## config.mk

```make
export PLATFORM = sky130hd
export DESIGN_NAME = cell_stream_reader_flat
export DESIGN_NICKNAME = d
export VERILOG_FILES = /design/src/rtl/cell_stream_reader_pkg.sv /design/src/rtl/cell_stream_reader_if.sv /design/src/rtl/cell_rd_fifo.sv /design/src/rtl/cell_stream_reader.sv /design/src/flat_wrapper.sv
export SDC_FILE = /design/constraint.sdc
export NUM_CORES = 1
export LEC_CHECK = 0
export CAP_MARGIN = 0
export CORE_UTILIZATION = 30
export DETAILED_ROUTE_END_ITERATION = 10
export PLACE_DENSITY = 0.55
export SYNTH_ARGS = -nofsm -noshare
export SYNTH_HDL_FRONTEND = slang
export SYNTH_SLANG_ARGS = --single-unit
```

## constraint.sdc

```tcl
create_clock -name clk -period 8.6 [get_ports clk]
set_input_delay 1.72 -clock clk [delete_from_list [all_inputs] [get_ports clk]]
set_output_delay 1.72 -clock clk [all_outputs]
set_load 0.01 [all_outputs]
```

## src/rtl/cell_stream_reader_pkg.sv

```systemverilog
// cell_stream_reader_pkg: FSM encoding and cell memory layout shared by the reader files
package cell_stream_reader_pkg;
    typedef enum logic [2:0] {IDLE, RD_CNT, WAIT_CNT, STREAM, DRAIN, DONE} state_t;
    localparam int CELL_COUNT_ADDR = 0;
    localparam int FIRST_PARTICLE_ADDR = 1;
    localparam int CELL_RD_LATENCY = 2;
endpackage

```

## src/rtl/cell_stream_reader_if.sv

```systemverilog
// cell_stream_reader_if: valid/ready particle stream from the reader to the pair-generation front end
interface cell_stream_reader_if #(
    parameter int DATA_WIDTH = 96,
    parameter int ADDR_WIDTH = 8
);
    logic [DATA_WIDTH-1:0] data;
    logic [ADDR_WIDTH-1:0] id;
    logic last;
    logic valid;
    logic ready;
    modport master (output data, id, last, valid, input ready);
    modport slave (input data, id, last, valid, output ready);
endinterface

```

## src/rtl/cell_rd_fifo.sv

```systemverilog
// cell_rd_fifo: synchronous output FIFO with occupancy count; caller guarantees no overflow/underflow
module cell_rd_fifo import cell_stream_reader_pkg::*; #(
    parameter int WIDTH = 105,
    parameter int DEPTH = 4
) (
    input  logic                    clk,
    input  logic                    rst,
    input  logic                    push,
    input  logic [WIDTH-1:0]        din,
    input  logic                    pop,
    output logic [WIDTH-1:0]        dout,
    output logic [$clog2(DEPTH):0]  count
);
    localparam int PW = $clog2(DEPTH);
    logic [WIDTH-1:0] mem [DEPTH];
    logic [PW-1:0] wptr, rptr;
    always_ff @(posedge clk) begin
        if (!rst) begin
            wptr <= '0;
            rptr <= '0;
            count <= '0;
            for (int i = 0; i < DEPTH; i++) mem[i] <= '0;
        end else begin
            if (push) mem[wptr] <= din;
            wptr <= wptr + PW'(push);
            rptr <= rptr + PW'(pop);
            count <= count + (PW+1)'(push) - (PW+1)'(pop);
        end
    end
    assign dout = mem[rptr];
endmodule

```

## src/rtl/cell_stream_reader.sv

```systemverilog
// cell_stream_reader: streams a cell's particles from a 2-cycle RAM; CELL_READER_BOUNDS_CHECK_EN clamps the count
module cell_stream_reader import cell_stream_reader_pkg::*; #(
    parameter int DATA_WIDTH = 96,
    parameter int ADDR_WIDTH = 8,
    parameter int PARTICLE_NUM = 220,
    parameter int FIFO_DEPTH = 4
) (
    input  logic                   clk,
    input  logic                   rst,
    input  logic                   start,
    output logic                   busy,
    output logic                   done,
    output logic [ADDR_WIDTH-1:0]  particle_count,
    output logic                   count_err,
    output logic [ADDR_WIDTH-1:0]  cell_address,
    output logic                   cell_rden,
    output logic                   cell_wren,
    output logic [DATA_WIDTH-1:0]  cell_data,
    input  logic [DATA_WIDTH-1:0]  cell_q,
    cell_stream_reader_if.master   stream
);
    localparam int FW = DATA_WIDTH + ADDR_WIDTH + 1;
    localparam int CW = $clog2(FIFO_DEPTH) + 2;
    if (PARTICLE_NUM > (1 << ADDR_WIDTH)) begin : g_depth_chk
        $error("PARTICLE_NUM does not fit in ADDR_WIDTH");
    end
    state_t state, state_n;
    logic wait_ph, fetched, issue, iss_last, rd_part, rd_last, pop;
    logic [ADDR_WIDTH-1:0] next_addr, iss_addr, raw_count, cnt_val, limit;
    logic trk_v [CELL_RD_LATENCY];
    logic [ADDR_WIDTH-1:0] trk_a [CELL_RD_LATENCY];
    logic trk_l [CELL_RD_LATENCY];
    logic [CW-1:0] outstanding;
    logic [$clog2(FIFO_DEPTH):0] fcount;
    logic [FW-1:0] fdout;
    assign raw_count = cell_q[ADDR_WIDTH-1:0];
`ifdef CELL_READER_BOUNDS_CHECK_EN
    localparam logic [ADDR_WIDTH-1:0] MAX_COUNT = ADDR_WIDTH'(PARTICLE_NUM - 1);
    assign cnt_val = (raw_count > MAX_COUNT) ? MAX_COUNT : raw_count;
    always_ff @(posedge clk) begin
        if (!rst || (state == IDLE && start)) count_err <= 1'b0;
        else if (fetched && raw_count > MAX_COUNT) count_err <= 1'b1;
    end
`else
    assign cnt_val = raw_count;
    assign count_err = 1'b0;
`endif
    assign pop = stream.valid && stream.ready;
    assign fetched = state == WAIT_CNT && wait_ph;
    assign iss_addr = fetched ? ADDR_WIDTH'(FIRST_PARTICLE_ADDR) : next_addr;
    // particle_count is not latched yet on the fetch cycle, so compare against the live count
    assign limit = fetched ? cnt_val : particle_count;
    assign iss_last = iss_addr == limit;
    // every read in flight or buffered holds a FIFO slot; a pop this cycle frees one
    always_comb begin
        outstanding = CW'(rd_part) + CW'(fcount);
        for (int i = 0; i < CELL_RD_LATENCY; i++) outstanding = outstanding + CW'(trk_v[i]);
        outstanding = outstanding - CW'(pop);
    end
    always_comb begin
        state_n = state;
        issue = 1'b0;
        case (state)
            IDLE:     state_n = start ? RD_CNT : IDLE;
            RD_CNT:   state_n = WAIT_CNT;
            WAIT_CNT: if (wait_ph) begin
                issue = cnt_val != '0;
                state_n = !issue ? DONE : iss_last ? DRAIN : STREAM;
            end
            STREAM: begin
                issue = outstanding < CW'(FIFO_DEPTH);
                state_n = (issue && iss_last) ? DRAIN : STREAM;
            end
            DRAIN:    state_n = (pop && stream.last) ? DONE : DRAIN;
            DONE:     state_n = IDLE;
            default:  state_n = IDLE;
        endcase
    end
    always_ff @(posedge clk) begin
        if (!rst) begin
            state <= IDLE;
            wait_ph <= 1'b0;
            next_addr <= '0;
            particle_count <= '0;
            cell_rden <= 1'b0;
            cell_address <= '0;
            rd_part <= 1'b0;
            rd_last <= 1'b0;
            for (int i = 0; i < CELL_RD_LATENCY; i++) begin
                trk_v[i] <= 1'b0;
                trk_a[i] <= '0;
                trk_l[i] <= 1'b0;
            end
        end else begin
            state <= state_n;
            wait_ph <= state == WAIT_CNT && !wait_ph;
            if (fetched) particle_count <= cnt_val;
            if (issue) next_addr <= iss_addr + 1'b1;
            cell_rden <= issue || (state == IDLE && start);
            cell_address <= issue ? iss_addr : ADDR_WIDTH'(CELL_COUNT_ADDR);
            rd_part <= issue;
            rd_last <= issue && iss_last;
            trk_v[0] <= rd_part;
            trk_a[0] <= cell_address;
            trk_l[0] <= rd_last;
            for (int i = 1; i < CELL_RD_LATENCY; i++) begin
                trk_v[i] <= trk_v[i-1];
                trk_a[i] <= trk_a[i-1];
                trk_l[i] <= trk_l[i-1];
            end
        end
    end
    cell_rd_fifo #(.WIDTH(FW), .DEPTH(FIFO_DEPTH)) u_fifo (
        .clk   (clk),
        .rst   (rst),
        .push  (trk_v[CELL_RD_LATENCY-1]),
        .din   ({cell_q, trk_a[CELL_RD_LATENCY-1], trk_l[CELL_RD_LATENCY-1]}),
        .pop   (pop),
        .dout  (fdout),
        .count (fcount)
    );
    assign stream.data = fdout[FW-1 -: DATA_WIDTH];
    assign stream.id = fdout[ADDR_WIDTH:1];
    assign stream.last = fdout[0];
    assign stream.valid = fcount != '0;
    assign busy = state != IDLE;
    assign done = state == DONE;
    assign cell_wren = 1'b0;
    assign cell_data = '0;
endmodule

```

## src/flat_wrapper.sv

```systemverilog
// flat-port wrapper written by rule: the top's interface ports become plain ports
module cell_stream_reader_flat import cell_stream_reader_pkg::*;
#(
    parameter int DATA_WIDTH = 96,
    parameter int ADDR_WIDTH = 8,
    parameter int PARTICLE_NUM = 220,
    parameter int FIFO_DEPTH = 4
)
  (clk, rst, start, busy, done, particle_count, count_err, cell_address, cell_rden, cell_wren, cell_data, cell_q, stream_data, stream_id, stream_last, stream_valid, stream_ready);
  cell_stream_reader_if #(.DATA_WIDTH(DATA_WIDTH), .ADDR_WIDTH(ADDR_WIDTH)) stream_i ();
  input  logic clk;
  input  logic rst;
  input  logic start;
  output logic busy;
  output logic done;
  output logic [ADDR_WIDTH-1:0] particle_count;
  output logic count_err;
  output logic [ADDR_WIDTH-1:0] cell_address;
  output logic cell_rden;
  output logic cell_wren;
  output logic [DATA_WIDTH-1:0] cell_data;
  input  logic [DATA_WIDTH-1:0] cell_q;
  output wire logic [$bits(stream_i.data)-1:0] stream_data;
  output wire logic [$bits(stream_i.id)-1:0] stream_id;
  output wire logic [$bits(stream_i.last)-1:0] stream_last;
  output wire logic [$bits(stream_i.valid)-1:0] stream_valid;
  input wire logic [$bits(stream_i.ready)-1:0] stream_ready;
  assign stream_data = stream_i.data;
  assign stream_id = stream_i.id;
  assign stream_last = stream_i.last;
  assign stream_valid = stream_i.valid;
  assign stream_i.ready = stream_ready;
  cell_stream_reader #(.DATA_WIDTH(DATA_WIDTH), .ADDR_WIDTH(ADDR_WIDTH), .PARTICLE_NUM(PARTICLE_NUM), .FIFO_DEPTH(FIFO_DEPTH)) u_core (.clk(clk), .rst(rst), .start(start), .busy(busy), .done(done), .particle_count(particle_count), .count_err(count_err), .cell_address(cell_address), .cell_rden(cell_rden), .cell_wren(cell_wren), .cell_data(cell_data), .cell_q(cell_q), .stream(stream_i));
endmodule
```

== Word level (Yosys, flattened, before mapping) ==
Memories as Yosys holds them, arrays and structs flattened. A register that Yosys moved wholly into a read port is not among the register bits.
Index checks and enable logic that the tools add are counted.

* $lt $le $gt $ge: 1
* Reduce and logical (&&, ||, !) cells: 15
* Equality and inequality tests: 7
* Add/sub/neg operators: 9
* Bitwise gates (word level): 6
* Muxes and demuxes: 26

{| class="wikitable"
|+ Operators by type and width
! cell !! count
|-
| 105-bit 2-to-1 mux || 1
|-
| 105-bit OR reduction || 1
|-
| 8-bit 2-to-1 mux || 4
|-
| 3-bit case mux with 5 select lines || 1
|-
| 1-bit 2-to-1 mux || 13
|-
| 3-bit 2-to-1 mux || 4
|-
| 4-bit by 1-bit adder with 4-bit output || 2
|-
| 8-bit by 1-bit adder with 8-bit output (second input constant) || 1
|-
| 8-bit == test || 1
|-
| 8-bit nonzero test || 1
|-
| 1-bit logical AND || 7
|-
| 3-bit by 2-bit == test with 1-bit output (second input constant) || 2
|-
| 3-bit == test (second input constant) || 2
|-
| 1-bit OR || 6
|-
| 3-bit nonzero test || 2
|-
| 1-bit by 3-bit adder with 4-bit output || 1
|-
| 2-bit by 1-bit adder with 2-bit output || 2
|-
| 4-bit by 3-bit < comparator with 1-bit output (second input constant) || 1
|-
| 2-bit 2-to-1 mux || 2
|-
| 4-bit by 1-bit subtractor with 4-bit output || 1
|-
| 3-bit by 1-bit adder with 3-bit output || 1
|-
| 3-bit by 1-bit == test with 1-bit output (second input constant) || 1
|-
| 3-bit logical NOT || 1
|-
| 3-bit by 1-bit subtractor with 3-bit output || 1
|-
| other kinds (5) || 5
|}

* Output and inout port bits: 223
* Word-level logic and storage cells: 79
* Register bits: 38
* RAM bits: 440
* Input bits: 100
* Memories kept: 4

{| class="wikitable"
|+ Memories
! name !! words !! bits a word !! read ports !! clocked after memory_dff !! wr ports !! RTL line !! source
|-
| u_core.u_fifo.mem || 4 || 105 || 1 || 1 || 4 || cell_rd_fifo.sv:15 || <nowiki>logic [WIDTH-1:0] mem [DEPTH];</nowiki>
|-
| u_core.trk_a || 2 || 8 || 2 || 0 || 2 || cell_stream_reader.sv:31 || <nowiki>logic [ADDR_WIDTH-1:0] trk_a [CELL_RD_LATENCY];</nowiki>
|-
| u_core.trk_l || 2 || 1 || 2 || 0 || 2 || cell_stream_reader.sv:32 || <nowiki>logic trk_l [CELL_RD_LATENCY];</nowiki>
|-
| u_core.trk_v || 2 || 1 || 2 || 0 || 2 || cell_stream_reader.sv:30 || <nowiki>logic trk_v [CELL_RD_LATENCY];</nowiki>
|}

== Depth between registers and ports, before layout ==
Gate-level depths: netlist (run 1).

* Word-level depth: 8
* Mapped depth: 12
* Mapped depth without buffers: 11

== Hierarchy ==
From an unflattened synthesis (run 1), not the netlist that was laid out.

* Cell total of the unflattened synthesis: 1,394
* Area, all modules: 21,349.2 um^2

{| class="wikitable"
|+ Modules (own cells, without submodules)
! module !! cells each !! area each (um^2) !! instances !! sequential area each (um^2)
|-
| cell_rd_fifo || 1,065 || 18,452.7 || 1 || 12,752.2
|-
| cell_stream_reader || 329 || 2,896.5 || 1 || 1,021.0
|}

== Worst setup path before layout (run 1) ==
OpenSTA, ideal clock, no wires.

* Kind: input to register
* From: in rst
* To: mem u_core.u_fifo.mem[1][0] (enable)
* Library setup time: 0.482 ns
* Required time: 8.118 ns
* Data arrival time: 4.989 ns
* Buffers on the path: 1
* Slack: 3.129 ns
* Cell stages on the path: 4
* Cell sequence: nand2_1 -> nor3b_2 -> clkbuf_1 -> nand2b_1

{| class="wikitable"
|+ RTL lines
! element !! RTL line !! source
|-
| start: declaration || flat_wrapper.sv:12 || <nowiki>input logic rst;</nowiki>
|-
| end: declaration || cell_rd_fifo.sv:15 ||
|}

==> results of run 1 <==
-- power groups by stage --
stage / logic [mW] / registers (mW) / clock network [mW]
finish: 1.31 / 2.67 / 2.21
global route: 1.41 / 2.68 / 2.36
CTS: 1.35 / 2.67 / 2.29
detailed placement: 1.34 / 2.72 / 0
global placement: 1.34 / 2.72 / 0
floorplan: 0.803 / 2.68 / 0
-- logic make-up after synthesis --
family | count (synthesis) | share of synthesized area (%)
mux | 108 | 11.3
xor+xnor | 12 | 0.496
buf+inv | 205 | 5.55
other cells | 1 | 0.0177
simple gates | 536 | 15.6
flops | 478 | 65.0
compound gates | 42 | 1.26
fa+ha+maj | 12 | 0.780
-- cell usage in the layout (no fill, tap or decap), types with 2 or more instances in the layout --
cell             synthesis  routed
a311oi_1                 3       3
mux4_2                 105     105
nand2_1                 26      25
clkbuf_16                0      54
ha_1                    10      10
clkinv_1                 0      18
clkinv_2                 0      11
nand2b_4                 0       3
a41oi_1                  2       2
and3_1                 109     109
o21ai_0                  6       6
nand3_1                  5       5
dfxtp_4                  0       3
o211ai_1                 2       2
dfxtp_1                 58      55
xnor2_1                 11      11
nand4_1                  6       6
nor3b_4                  0       2
clkbuf_1                73       9
buf_4                   98      19
nor2_1                  18      18
diode_2                  0       3
mux2i_1                  2       2
and2_1                 348     348
fa_1                     2       2
edfxtp_1               420     420
or3_1                    2       2
inv_1                   14      14
nor4_2                   2       2
clkdlybuf4s50_1          0     223
a31oi_1                  4       4
bufinv_16                0       4
a21oi_1                 18      18
conb_1                   1      98
nor3_1                   2       2
-- final cells by class --
| type | instances | area (µm²) | share of cell area (%) |
|---|---|---|---|
| antenna | 3 | 7.51 | 0.0291 |
| clock buffer | 64 | 1400 | 5.43 |
| clock inverter | 36 | 287 | 1.11 |
| inverter | 14 | 52.6 | 0.204 |
| multi-input combinational | 808 | 6660 | 25.8 |
| sequential | 478 | 13800 | 53.5 |
| tap | 940 | 1180 | 4.57 |
| timing repair buffer | 243 | 2390 | 9.30 |
-- routing by layer --
layer | part of all wire, % | vias up | wire length [µm]
li1 | - | 5338 | -
met1 | 43 | 6116 | 23100
met2 | 50 | 362 | 26900
met3 | 4.7 | 70 | 2500
met4 | 2.0 | 0 | 1050
met5 | 0 | - | 0
-- worst paths after layout --
path                         endpoint  slack, ns  cells after the start
min                u_core.trk_l[0][0]       0.43                      1
max reg2reg  u_core.u_fifo.mem[0][71]       5.13                      5
max                      stream_id[4]       3.48                      3
min reg2reg        u_core.trk_l[0][0]       0.43                      1
-- metrics by stage --
stage               std cells  setup slack (ns)  cell area, µm²  hold WS [ns]  power (mW)
floorplan                1491              3.13           21600         0.412        3.49
global placement         2483              3.41           24100         0.416        4.06
detailed placement       2483              3.45           24100         0.417        4.06
CTS                      2583              3.33           25800         0.431        6.30
global route             2583              3.30           25800         0.453        6.45
finish                   2586              3.48           25800         0.429        6.19
-- state kept, by name (all words and copies together), names as in the netlist, 2 cells and up --
| register | count |
|---|---|
| u_core.next_addr | 8 |
| u_core.trk_l | 2 |
| u_core.trk_a | 16 |
| u_core.particle_count | 8 |
| u_core.trk_v | 2 |
| u_core.cell_address | 8 |
| u_core.u_fifo.count | 3 |
| u_core.u_fifo.rptr | 2 |
| u_core.state | 3 |
| u_core.u_fifo.wptr | 2 |
| u_core.u_fifo.mem | 420 |
-- critical path, cell delays in order (launching register included) --
cell and delay [ns]:
dfxtp_4 0.97, buf_4 0.83, mux4_2 0.48, clkdlybuf4s50_1 0.51
==> impl_results.md, run 1 <==
- Post-CTS Resized: 0
- MaxCap Viol Count: 0
- Sw Share: 26.1%
- Syn_area_per_cell: between 15 and 20 µm²
- Setup_tns: 0 ns
- Seq/Total Area, Yosys: around two thirds
- H-tree Lvls: 2
- # fillers: around 6700
- NumNets Final: 1710
- CP startpoint: u_core.u_fifo.rptr[1]
- Drt initial violations: between 700 and 800
- Internal Dissipation: approximately 4.6 mW
- Synth top area cells: edfxtp_1 60%, mux4_2 11%, and2_1 10%, dfxtp_1 5.5%, buf_4 3.5%
- Pre-antenna DRT Iters: 5
- Clock share of power: a little over a third
- CTS tree: yes
- Synth cell count leaders: 420 x edfxtp_1, 348 x and2_1, 109 x and3_1
- Root buf cell: clkbuf_16
- Starting Density: between 30% and 40%
- Area leader, netlist: edfxtp_1
- Ys Warns: 0
- DR DRC count: 0
- Maximum VDD drop: 249 µV
- Fmax achieved: 195 MHz
- Max-slew violations: 0
- Final worst-path cycle share: roughly three fifths
- Clock Latency Late Sink: between 0.6 and 0.7 ns
- DP HPWL: approximately 29000 µm
- Area delta synth->final: 21.6%
- Row cnt: 97
- Count of antenna-violating nets left after detailed routing: 0
- Count of cell types in the netlist: 53
- Logic pwr share: a little over a fifth
- Worst-path fanout max: 56
- Utilization of the core after routing: between 30 and 40%
- Fin. Hold Viols: 0
- Relative slew slack: about a third
- Ys flop type: edfxtp_1
- Hold buffers post-CTS: 0
- Crit path arrival time: 3.40 ns
- Largest net degree at the start of global routing: around 110
- Hold WC Path Type: reg -> reg
- First-pass GRT wire length: 79000 µm
- PD cells: about 240 nW/µm²
- Final setup viols: 0
- Wirelength, routed: between 50000 and 60000 µm
- Clock transition at the registers of the reported paths: approximately 0.050 ns
- Post-Syn Instances: around 1400
- Vias in the first global route: 12300
- Total GRT Usage: 14.9%
- Most frequent cell after synthesis: edfxtp_1
- Die height: 268 µm
- IO Count: between 300 and 400
- Hold Startpoint: u_core.rd_last
- Asr flop ratio synth: 0%
- Status: complete, no violations
- Post-synth EDFFs: 420
- Initial antenna violation count: 2
- Grt total ovfl: 0
- Final worst path period need: 5.12 ns
- Fraction of final layout cells sized beyond drive strength 1: roughly 13%
- Die ar.: 71700 µm²
- Layout Skew: 0.0255 ns
- Cell Area, Synth: ~21000 µm²
- CP Class: reg -> out
- Crit path launch type: flop
- GRT Max-Usage Layer: met2
- Sink Count: 478
- Wire length per cell: 20.7 µm
- Crit end category: primary output
- M3 GR Usage: 2.29%
- Via count: approximately 12000
- RSZ-0062 raised after global routing: false
- Setup bufs post-CTS: 0
- # port buffers: around 220
- Net Sw Power: between 1.5 and 2 mW
- Placer Congestion: ~0.75
- Max Root-Sink Buffers: 3
- Core area: 69900 µm²
- Seq cells post-synth: ~480
- Met1 Track Usage GR: about a fifth
- Met2 GRT Util: 25.4%
- Inserted Clock Buffers: 53
- Synth top area share: approximately 60%
- R2r startpoint: u_core.trk_v[0][1]
- P_leak: ~9.5 nW
- Slew @ Worst Pin: approximately 1 ns
- Routed vias/inst: about 4.6
- Flop pwr share: 43.1%
- Critical path required time: between 6 and 7 ns
- Die width: 268 µm
Note: power is estimated with default switching activity, not from simulation.
==> run 2, diff against run 1 <==
==> constraint.sdc (replaced) <==
create_clock -name clk -period 5.2 [get_ports clk]
set_input_delay 1.04 -clock clk [delete_from_list [all_inputs] [get_ports clk]]
set_output_delay 1.04 -clock clk [all_outputs]
set_load 0.01 [all_outputs]
==> run 2 against run 1 <==
- worst setup slack got worse by 2.0 ns
- count of clock-buffer cells in the layout rose by 2
- first-iteration DRC count rose by 0.97%
- combinational power rose by 68%
- final cell count barely moved
- global-route usage barely moved
- die area did not move
- non-clock buffer count rose by 5
- worst hold slack improved by 0.0031 ns
- core utilization fell by 0.066 points
- critical path type unchanged
- largest cell class unchanged
- highest routed layer unchanged
==> impl_results.md, run 2 (same netlist as run 1, synthesis figures left out) <==
- Via count: between 10000 and 15000
- Setup bufs post-CTS: 0
- DP HPWL: slightly below 30000 µm
- Hold buffers post-CTS: 0
- Clock transition at the registers of the reported paths: 0.06 ns
- Final setup viols: 0
- Drt initial violations: approximately 730
- Max-slew violations: 0
- Hold EP: u_core.trk_a[0][8]
- Row cnt: between 90 and 100
- Largest net degree at the start of global routing: 139
- Count of antenna-violating nets left after detailed routing: 0
- Status: complete, no violations
- Worst-path fanout max: 29
- Top Registers: u_core.u_fifo.mem: 420 flops, u_core.trk_a: 16 flops
- Most frequent cells in the layout: 420 x edfxtp_1, 348 x and2_1, 223 x clkdlybuf4s50_1
- Fmax achieved: around 270 MHz
- Grt total ovfl: 0
- Layout Skew: between 0.01 and 0.015 ns
- IO Count: roughly 320
- Slew @ Worst Pin: roughly 0.98 ns
- Routed vias/inst: about 4.6
- Crit path launch type: flop
- Pre-antenna DRT Iters: 4
- RSZ-0062 raised after global routing: false
- Sink Count: roughly 480
- Final worst path period need: between 3 and 4 ns
- Root buf cell: clkbuf_16
- Fin. Hold Viols: 0
- Fin cells: 2584
- Max Root-Sink Buffers: 3
- P_leak: about 9.5 nW
- Critical path required time: 4.16 ns
- R2R setup slack: around 1.9 ns
- Die ar.: 71700 µm²
- Hold path cells: 1
- Placer Congestion: roughly 0.75
- Initial antenna violation count: 2
- Setup_tns: 0 ns
- Hold Startpoint: u_core.trk_a[0][0]
- Wire length per cell: 20.8 µm
- Post-CTS Resized: 0
- Area delta synth->final: 21.4%
- Crit path arrival time: between 2 and 3 ns
- Total GRT Usage: roughly 15%
- Crit end category: primary output
- Hold WC Path Type: reg -> reg
- PD cells: between 300 and 400 nW/µm²
- Die width: approximately 270 µm
- H-tree Lvls: 2
- First-pass GRT wire length: approximately 80000 µm
- Die height: approximately 270 µm
- Starting Density: 30.3%
- R2r startpoint: u_core.u_fifo.count[0]
- Commonest non-fill, non-tap cell in the layout: edfxtp_1
- Largest reg by FF count: u_core.u_fifo.mem
- Wirelength, routed: between 50000 and 60000 µm
- Fraction of final layout cells sized beyond drive strength 1: 13.7%
- DR DRC count: 0
- Max reg flops: between 400 and 500
- Worst Reg-to-Reg Cells: 11
- CTS tree: yes
- NumNets Final: 1715
- Worst r2r dst: u_core.next_addr[6]
- Final worst-path cycle share: approximately 72%
- Vias in the first global route: around 12000
- MaxCap Viol Count: 0
- Maximum VDD drop: between 200 and 250 µV
- Relative slew slack: 34.8%
- Core area: roughly 70000 µm²
- Clock Latency Late Sink: roughly 0.58 ns
- Placed cell count: roughly 2500
- Inserted Clock Buffers: 53
- CP Class: reg -> out
- # port buffers: approximately 220
==> run 2: where the power goes <==
part           internal [mW]  switching (mW)
clock                   1.88            1.51
sequential              4.31           0.104
combinational           1.17            1.03
total                   7.35            2.64
==> run 2: worst max-delay path by stage <==
stage | start | endpoint | slack (ns) | cells after the start
floorplan | rst | u_core.u_fifo.mem[1][0] | 0.41 | 4
global placement | stream_ready | u_core.next_addr[3] | 1.19 | 11
detailed placement | stream_ready | u_core.next_addr[6] | 1.13 | 11
CTS | u_core.u_fifo.rptr[0] | stream_id[3] | 1.33 | 3
global route | u_core.u_fifo.rptr[0] | stream_id[3] | 1.24 | 3
finish | u_core.u_fifo.rptr[0] | stream_id[1] | 1.44 | 3
==> run 2: area by class of cell <==
| type | count | area [µm²] |
|---|---|---|
| flip-flops and latches | 478 | 13800 |
| diodes | 3 | 7.51 |
| repair buffers | 248 | 2510 |
| clock buffers | 66 | 1390 |
| fillers | 6687 | 44200 |
| inverters | 14 | 52.6 |
| multi-input cells | 808 | 6660 |
| well taps | 940 | 1180 |
| clock inverters | 27 | 141 |
==> run 2: worst max-delay path, cell delays in order (launching register included) <==
cell	delay [ns]
dfxtp_4	0.42
buf_4	0.55
mux4_2	0.59
clkdlybuf4s50_1	0.57
==> run 2: layer usage <==
layer,track usage (%),vias up,part of all wire [%]
met1,19.4,6044,42
met4,3.85,0,1.9
met3,2.71,75,5.2
li1,-,5347,-
met5,0,-,0
met2,25.5,341,50
==> run 2: stage by stage <==
| stage | hold slack [ns] | cell area [µm²] | power, mW | util, % | worst slack [ns] |
|---|---|---|---|---|---|
| 2_1_floorplan | 0.412 | 21600 | 5.77 | - | 0.409 |
| 3_3_place_gp | 0.426 | 24200 | 6.75 | 34.6 | 1.19 |
| 3_5_place_dp | 0.418 | 24200 | 6.75 | 34.6 | 1.13 |
| 4_1_cts | 0.429 | 25700 | 10.2 | 36.8 | 1.33 |
| 5_1_grt | 0.452 | 25700 | 10.4 | 36.8 | 1.24 |
| 6_report | 0.432 | 25700 | 10.0 | 36.8 | 1.44 |
==> run 3, diff against run 2 <==
--- a/config.mk
+++ b/config.mk
@@ -8,7 +8,7 @@
 export CAP_MARGIN = 0
 export CORE_UTILIZATION = 30
 export DETAILED_ROUTE_END_ITERATION = 10
-export PLACE_DENSITY = 0.55
+export PLACE_DENSITY = 0.57
 export SYNTH_ARGS = -nofsm -noshare
 export SYNTH_HDL_FRONTEND = slang
 export SYNTH_SLANG_ARGS = --single-unit
==> constraint.sdc (replaced) <==
create_clock -name clk -period 3.3 [get_ports clk]
set_input_delay 0.66 -clock clk [delete_from_list [all_inputs] [get_ports clk]]
set_output_delay 0.66 -clock clk [all_outputs]
set_load 0.01 [all_outputs]
==> run 3 against run 2 <==
- total power grew 65%
- count of clock-buffer cells in the layout is 10 higher
- first-iteration DRC count is 5.3% higher
- final cell count increased by 0.46%
- global-route usage shrank 0.24 points
- largest cell class unchanged
- sequential share of layout area decreased by 0.91 points
- worst setup slack got worse by 1.3 ns
- sequential power grew 57%
==> impl_results.md, run 3 (same netlist as run 1, synthesis figures left out) <==
- Post-CTS Resized: 0
- Clock share of power: a little under two fifths
- Row cnt: between 90 and 100
- Fraction of final layout cells sized beyond drive strength 1: between 10% and 20%
- Status: complete, no violations
- PD cells: approximately 630 nW/µm²
- Clock Latency Late Sink: 0.60 ns
- Commonest non-fill, non-tap cell in the layout: edfxtp_1
- Layout Skew: just under 0.03 ns
- Wire length per cell: between 20 and 25 µm
- Vias in the first global route: about 12000
- Crit path arrival time: ~3.7 ns
- First-pass GRT wire length: around 78000 µm
- Die width: 268 µm
- Max Root-Sink Buffers: 3
- Count of antenna-violating nets left after detailed routing: 0
- Sink Count: approximately 480
- Root buf cell: clkbuf_16
- Slew @ Worst Pin: 0.858 ns
- Final worst-path cycle share: a little over nine tenths
- Max-slew violations: 0
- Worst-path fanout max: 4
- Setup bufs post-CTS: 0
- Logic pwr share: between 20% and 30%
- Most frequent cells in the layout: 420 x edfxtp_1, 348 x and2_1, 223 x clkdlybuf4s50_1
- Flop pwr share: 41.9%
- Initial antenna violation count: 5
- Largest net degree at the start of global routing: 106
- Routed vias/inst: about 4.6
- CTS tree: yes
- Maximum VDD drop: 385 µV
- Top Registers: u_core.u_fifo.mem: 420 flops, u_core.trk_a: 16 flops
- # port buffers: roughly 220
- CP Class: reg -> reg
- Total GRT Usage: between 10 and 15%
- Area delta synth->final: 23.4%
- Utilization of the core after routing: a little under two fifths
- NumNets Final: approximately 1700
- Crit end category: flop
- Largest reg by FF count: u_core.u_fifo.mem
- Net Sw Power: 4.20 mW
- DP HPWL: about 29000 µm
- Starting Density: between 30 and 40%
- Internal Dissipation: between 10 and 15 mW
- Hold_ws: 0.429 ns
- MaxCap Viol Count: 0
- Final worst path period need: 3.17 ns
- IO Count: between 300 and 400
- Inserted Clock Buffers: 53
- Crit path launch type: flop
- Pre-antenna DRT Iters: 4
- Core area: ~70000 µm²
- H-tree Lvls: 2
- Grt total ovfl: 0
- Sw Share: between 20 and 30%
- Wirelength, routed: around 53000 µm
- Drt initial violations: 771
- Hold WC Path Type: reg -> reg
- Via count: around 12000
- P_leak: 9.71 nW
- Die height: about 270 µm
- Max reg flops: 420
- Die ar.: 71700 µm²
- Hold buffers post-CTS: 0
- DR DRC count: 0
- Clock transition at the registers of the reported paths: about 0.06 ns
- Placer Congestion: about 0.75
- Relative slew slack: roughly 43%
- Final setup viols: 0
- Fin. Hold Viols: 0
- Fmax achieved: between 300 and 400 MHz
- RSZ-0062 raised after global routing: false
- Critical path required time: between 3 and 4 ns
==> run 3: changes by cell type in the layout (fill, tap and decap cells not counted), sizes merged <==
cell / delta
bufinv: +5
diode: -2
buf: +9
clkinvlp: -1
inv: +3
clkbuf: +10
clkinv: -12
==> run 3: layer usage <==
| layer | share of wire (%) | track usage [%] |
|---|---|---|
| met1 | 42 | 18.8 |
| met2 | 50 | 25.4 |
| met3 | 5.7 | 2.85 |
| met4 | 1.9 | 3.63 |
| met5 | 0.072 | 0 |
==> run 3: stage by stage <==
step	std cells	TNS, ns	cell area (µm²)	worst slack (ns)	power, mW
after floorplan	1491	0	21600	0.121	9.08
after global placement	2497	-2.58	24300	-0.218	10.7
after detailed placement	2497	-3.19	24300	-0.305	10.7
after CTS	2595	0	26100	0.00569	16.8
after global routing	2596	0	26200	0.0112	17.2
final	2596	0	26200	0.125	16.5
==> run 3: power by group through the flow <==
stage	logic (mW)	registers (mW)	clock network [mW]
after floorplan	2.09	6.98	0
final	3.54	6.93	6.06
after global placement	3.61	7.04	0
after detailed placement	3.60	7.06	0
after CTS	3.62	6.93	6.24
after global routing	3.81	6.95	6.44
==> run 3: final cells by class <==
type                    instances  area, µm²
fillers                      6630      43800
flip-flops and latches        478      13800
multi-input cells             808       6670
repair buffers                257       2680
clock buffers                  76       1550
well taps                     940       1180
clock inverters                22        246
inverters                      14       52.6
diodes                          1       2.50
==> run 3: critical path, stage by stage, from the launching register on <==
cell      delay, ns
dfxtp_1        0.32
or3_1          0.39
and2_1         0.19
ha_1           0.29
fa_1           0.36
inv_1          0.06
ha_1           0.22
and3b_4        0.19
o2111a_2       0.28
or2_4          0.28
a31o_1         0.22
a311oi_1       0.28
==> run 3: path summary, 6_finish.rpt <==
| check | end | slack (ns) | startpoint | cells after the start |
|---|---|---|---|---|
| min | u_core.trk_l[0][1] | 0.43 | u_core.trk_l[0][0] | 1 |
| max | u_core.next_addr[4] | 0.13 | u_core.u_fifo.count[0] | 11 |
| min reg2reg | u_core.trk_l[0][1] | 0.43 | u_core.trk_l[0][0] | 1 |
| max reg2reg | u_core.next_addr[4] | 0.13 | u_core.u_fifo.count[0] | 11 |
